$ cat src/rtl/pipeline_pkg.sv
// Shared constants for the MIPS pipeline: datapath width, reset vector,
// sequential PC increment and the PC-stage state encoding.
package pipeline_pkg;

    localparam int              DEFAULT_NB_DATA  = 32;
    localparam logic [31:0]     DEFAULT_RESET_PC = 32'h0000_0000;
    localparam logic [31:0]     DEFAULT_PC_STEP  = 32'd4;

    typedef enum logic {
        PC_RUN    = 1'b0,
        PC_HALTED = 1'b1
    } pc_state_e;

endpackage

$ cat src/rtl/adder.sv
// Plain modulo-2^NB_DATA adder shared across the datapath.
module adder #(
    parameter int NB_DATA = 32
) (
    input  logic [NB_DATA-1:0] i_data_A,
    input  logic [NB_DATA-1:0] i_data_B,
    output logic [NB_DATA-1:0] o_result
);

    assign o_result = i_data_A + i_data_B;

endmodule

$ cat src/rtl/pc_unit.sv
// Program-counter stage: PC register, PC+4 adder, next-PC selection under
// stall/debug control, and the sticky halt state.
module pc_unit
    import pipeline_pkg::*;
#(
    parameter int                 NB_DATA  = DEFAULT_NB_DATA,
    parameter logic [NB_DATA-1:0] RESET_PC = DEFAULT_RESET_PC[NB_DATA-1:0],
    parameter logic [NB_DATA-1:0] PC_STEP  = DEFAULT_PC_STEP[NB_DATA-1:0]
) (
    input  logic               i_clk,
    input  logic               i_reset,
    input  logic               i_enable,
    input  logic               i_stall,
    input  logic               i_halt,
    input  logic               i_branch_taken,
    input  logic [NB_DATA-1:0] i_branch_target,
    input  logic               i_jump,
    input  logic [NB_DATA-1:0] i_jump_target,
    output logic [NB_DATA-1:0] o_pc,
    output logic [NB_DATA-1:0] o_pc_plus4,
    output logic               o_halted,
    output logic               o_misaligned
);

    pc_state_e          state, state_next;
    logic [NB_DATA-1:0] pc_next;
    logic               misaligned_next;
    logic               advance;

    adder #(.NB_DATA(NB_DATA)) u_pc_adder (
        .i_data_A (o_pc),
        .i_data_B (PC_STEP),
        .o_result (o_pc_plus4)
    );

    assign advance  = i_enable && !i_stall && (state == PC_RUN);
    assign o_halted = (state == PC_HALTED);

    always_comb begin
        // NOTE: every output of this block gets a default first so no path
        // leaves a variable unassigned, which would infer a latch.
        pc_next         = o_pc;
        state_next      = state;
        misaligned_next = 1'b0;

        if (advance) begin
            // A redirect squashes the HALT fetched on the wrong path.
            if (i_branch_taken) begin
                pc_next         = {i_branch_target[NB_DATA-1:2], 2'b00};
                misaligned_next = |i_branch_target[1:0];
            end else if (i_jump) begin
                pc_next         = {i_jump_target[NB_DATA-1:2], 2'b00};
                misaligned_next = |i_jump_target[1:0];
            end else if (i_halt) begin
                state_next = PC_HALTED;
            end else begin
                pc_next = o_pc_plus4;
            end
        end
    end

    always_ff @(posedge i_clk) begin
        // NOTE: state registers use non-blocking assignments so every flop
        // samples pre-edge values regardless of statement order.
        if (i_reset) begin
            o_pc         <= RESET_PC;
            state        <= PC_RUN;
            o_misaligned <= 1'b0;
        end else begin
            o_pc         <= pc_next;
            state        <= state_next;
            o_misaligned <= misaligned_next;
        end
    end

endmodule

$ cat config.mk
export PLATFORM = sky130hd
export DESIGN_NAME = pc_unit
export DESIGN_NICKNAME = d
export VERILOG_FILES = /design/src/rtl/pipeline_pkg.sv /design/src/rtl/adder.sv /design/src/rtl/pc_unit.sv
export SDC_FILE = /design/constraint.sdc
export NUM_CORES = 1
export LEC_CHECK = 0
export BUFFER_PORTS_ARGS = -buffer_cell sky130_fd_sc_hd__buf_2
export CORE_ASPECT_RATIO = 0.7
export CORE_MARGIN = 4
export CORE_UTILIZATION = 44
export DETAILED_ROUTE_END_ITERATION = 7
export PLACE_DENSITY_LB_ADDON = 0.25
export SLEW_MARGIN = 20
export SYNTH_ARGS = -nofsm -noshare
export SYNTH_HDL_FRONTEND = slang
export SYNTH_HIERARCHICAL = 1
export SYNTH_SLANG_ARGS = --single-unit
$ cat constraint.sdc
create_clock -name i_clk -period 7.25 [get_ports i_clk]
set_clock_uncertainty 0.2 [all_clocks]
set_input_delay 1.45 -clock i_clk [delete_from_list [all_inputs] [get_ports i_clk]]
set_output_delay 1.45 -clock i_clk [all_outputs]
set_load 0.02 [all_outputs]
# Word level (Yosys, flattened, before mapping)
# Cells that the tools add are included.
# W data, S select, Z words.
[op_classes]
mux = 5
add_sub_neg = 1
n_reduce_logical = 8
bitwise = 4
n_eq_ne = 1
[op_table]
columns = ["operator", "count"]
rows = [
  ["$mux W32", 3],
  ["$add A32 B3 Y32 const B", 1],
  ["$reduce_or A2 Y1", 3],
  ["$not A1 Y1", 4],
  ["$reduce_and A4 Y1", 1],
  ["$ne A3 B1 Y1 const B", 1],
  ["$logic_and A1 B1 Y1", 2],
  ["$mux W1", 2],
  ["$reduce_and A2 Y1", 1],
  ["$logic_not A1 Y1", 1],
]
[word_totals]
input_bits = 71
word_cells = 22
out_inout_bits = 66
ff_bits = 34

# Depth between registers and ports, before layout
[logic_depth]
depth_word = 5
depth_mapped = 12
ltp_nobuf = 12

# Cells and area by module
# Netlist, hierarchy kept.
[by_module_without_submodules]
columns = ["mod", "seq_area_each_um2", "instances", "cells_each", "area_each_um2"]
rows = [
  ["pc_unit", 680.7, 1, 224, 2038.2],
  ["adder", 0.0, 1, 241, 1744.2],
]

# Worst setup path before layout
# Ideal clock, no wire load.
[synth_path]
path_kind = "reg2out"
from = "register o_pc[2]"
to = "output port o_pc_plus4[31]"
path_stages_with_launch = 9
path_buffers = 0
arrival_time_ps = 2261
setup_slack_ps = 3339
required_ps = 5600
cell_sequence = "dfxtp_1 > ha_1 > o211ai_1 > o21ai_2 > o21bai_4 > a22oi_4 > a311oi_4 > o311a_1 > or3_1"
[synth_between]
elab_chain_len = 1
[synth_rtl]
columns = ["item", "line_no", "source"]
rows = [
  ["start, declared", "pc_unit.sv:19", "output logic [NB_DATA-1:0] o_pc,"],
  ["start signal, assigned", "pc_unit.sv:70", "o_pc <= pc_next;"],
  ["$add A32 B3 Y32", "adder.sv:10", "assign o_result = i_data_A + i_data_B;"],
  ["end, declared", "pc_unit.sv:20", "output logic [NB_DATA-1:0] o_pc_plus4,"],
]
# No other way between the ends.

# Final worst setup path
# Ends and elaborated chain as after synthesis.

==> impl_metrics.yaml <==
routing:
  first_pass_iters: 5
  viasPerCell: 5.62
  dr_total_vias: 3994
  wl_per_cell_um: 16.1
  drc: 0
  wl_um: 11400
  drt-initial-drc-count: 350
  ant_nets: 0
yosys:
  syn_area_um2: 3780
  syn_inst: 465
  synth_flop_cell: "dfxtp_1"
  yosysWarningCount: 6
  synth_cell_types: 58
  ys_ff_latch: 34
  ys_seq_area_share_pct: 18.0
  syn_avg_cell_area_um2: 8.13
  async_reset_ff_share_pct: 0
  synth-edff-count: 0
placed_design:
  dp.cells: 704
  place_area_um2: 4580
  gp_congestion: 0.846
  port_buffers: 136
  pre_cts_ws_ns: 3.16
  hpwlAfterDp_um: 8620
global_routing:
  grt_remaining_overflow: 0
  grt_use_total_pct: 22.1
  grt_pass1_vias: 3865
  grt_pass1_wl_um: 18700
  grt_max_degree: 37
  antenna_found_initial: 0
floorplanning:
  core_area_um2: 8110
  initial_core_util_pct: 46.7
  die_h_um: 85.6
  die_area_um2: 10200
  ioPinCount: 137
  die_w_um: 119
  rows: 27
finish:
  area_delta_synth_final_pct: 24.7
  layout-drive-gt1-share_pct: 30.5
  diodes: 0
  instances_no_fill: 711
  stdcell_area_um2: 4720
  fin_util_pct: 58.2
  nets: 713
setup_path:
  crit_fanout: 4
  cp_data_arrival_time_ns: 2.78
  cp.required_ns: 5.60
  worstSetupPathType: "flop to output port"
  critPathLaunchType: "flop"
  endpoint_kind: "output port"
  r2r_slack_ns: 4.14
pwr:
  power_density_nw_per_um2: 159
  max-vdd-ir-drop_uv: 72.8
  total_power_mw: 0.748
  cellLeakagePower_nw: 2.41
clock_tree:
  cts_max_level: 2
  numCtsBuffers: 5
  cts_resized: 0
  path_clk_slew_ns: 0.06
  cts_buffer_depth: 2
  cts-root-buf: "clkbuf_16"
  tritoncts: "built"
  insertion_delay_ns: 0.28
  cts.sinks: 34
  cts_hold_buf: 0
  postCtsSetupBuffers: 0
timing:
  holdWs_ns: 0.289
  fmaxAchievable_ghz: 0.226
  worst-slew-pin-transition_ns: 0.854
  timing.final.crit_share_pct: 61.1
  finalSetupViolations: 0
  slew_viol_final: 0
  relSlewSlack_pct: 43.1
  setup_tns_ns: 0
  fin_crit_ns: 4.43
  rsz0062_at_grt: "no"
  hold_viol: 0
  setup_ws_ns: 2.82
run:
  cap_violations: 0
status:
  status: "completed"
min_path:
  holdCritPathClass: "flop to flop"
[path summary, 6_finish.rpt]
path,from,end,cells after the start
worst max-delay path,o_pc[2],o_pc_plus4[31],9
worst min-delay path,o_halted,o_halted,2
worst min register to register,o_halted,o_halted,2
worst max register to register,o_pc[2],o_pc[31],11
[worst max-delay path, cell delays in order (launching register included)]
cell and delay [ns]:
dfxtp_1 0.33, ha_1 0.36, o211ai_1 0.12, o21ai_2 0.28
o21bai_4 0.11, a22oi_4 0.25, a311oi_4 0.15, o311a_1 0.36
or3_1 0.38, buf_2 0.18
[final cells by class]
| cell class | count | area, µm² |
|---|---|---|
| repair buffers | 139 | 703 |
| flip-flops and latches | 34 | 681 |
| inverters | 7 | 26.3 |
| clock buffers | 7 | 133 |
| well taps | 101 | 126 |
| fillers | 751 | 3390 |
| multi-input cells | 423 | 3050 |
[placed cells by master, fill, tap and decap left out, drive strengths merged, types with 4 or more instances in the layout]
master	synthesis	routed
a21o	19	19
a21oi	31	31
a31oi	4	4
buf	11	139
clkbuf	21	7
conb	2	33
dfxtp	34	34
ha	31	31
inv	7	7
mux2	30	30
mux2i	32	32
nand2	18	18
nand3	10	10
nand4	8	8
nor2	16	16
nor2b	31	31
nor3	4	4
o21ai	77	77
o21bai	5	5
xnor2	13	13
xor2	15	15
[Yosys cell counts (all sizes together), types with 2 or more instances]
library cell	number	area share, %
a2111oi	2	0.46
a211oi	3	0.60
a21o	19	3.8
a21oi	31	4.1
a311oi	3	1.2
a31oi	4	0.66
buf	11	1.9
clkbuf	21	2.1
conb	2	0.20
dfxtp	34	18
ha	31	10
inv	7	0.69
mux2	30	8.9
mux2i	32	8.5
nand2	18	1.8
nand2b	2	0.33
nand3	10	1.3
nand4	8	1.3
nand4bb	2	0.60
nor2	16	1.6
nor2b	31	5.1
nor3	4	0.53
nor3b	2	0.53
o211ai	3	0.60
o21a	3	0.60
o21ai	77	10
o21bai	5	1.3
o221ai	2	0.46
o311ai	2	0.46
or2	3	0.50
or3	2	0.46
xnor2	13	3.0
xor2	15	3.5
[power breakdown]
part | internal (mW) | leakage, nW | switching, mW
logic | 0.136 | 2.07 | 0.204
clock network | 0.126 | 0.0640 | 0.0762
registers | 0.198 | 0.277 | 0.00872
[metal layers]
layer	up-vias	global-route usage (%)	share of wire (%)
li1	1982	-	-
met2	166	37.0	44
met1	1835	29.8	48
met5	-	0	0
met3	11	4.28	7.8
met4	0	4.42	0.82
[cell families (layout without fill, tap and decap cells)]
kind of cell | count (synthesis) | count (layout) | share of synthesized area, %
compound gates | 164 | 164 | 27.2
simple gates | 104 | 104 | 15.3
mux | 62 | 62 | 17.4
buf+inv | 39 | 153 | 4.70
flops | 34 | 34 | 18.0
fa+ha+maj | 32 | 32 | 10.8
xor+xnor | 28 | 28 | 6.48
other cells | 2 | 33 | 0.199
[flip-flops by register name, summed over array words and instances (netlist names)]
register	cells
o_halted	1
o_misaligned	1
o_pc	32
Power figures use the tool's default switching activity.
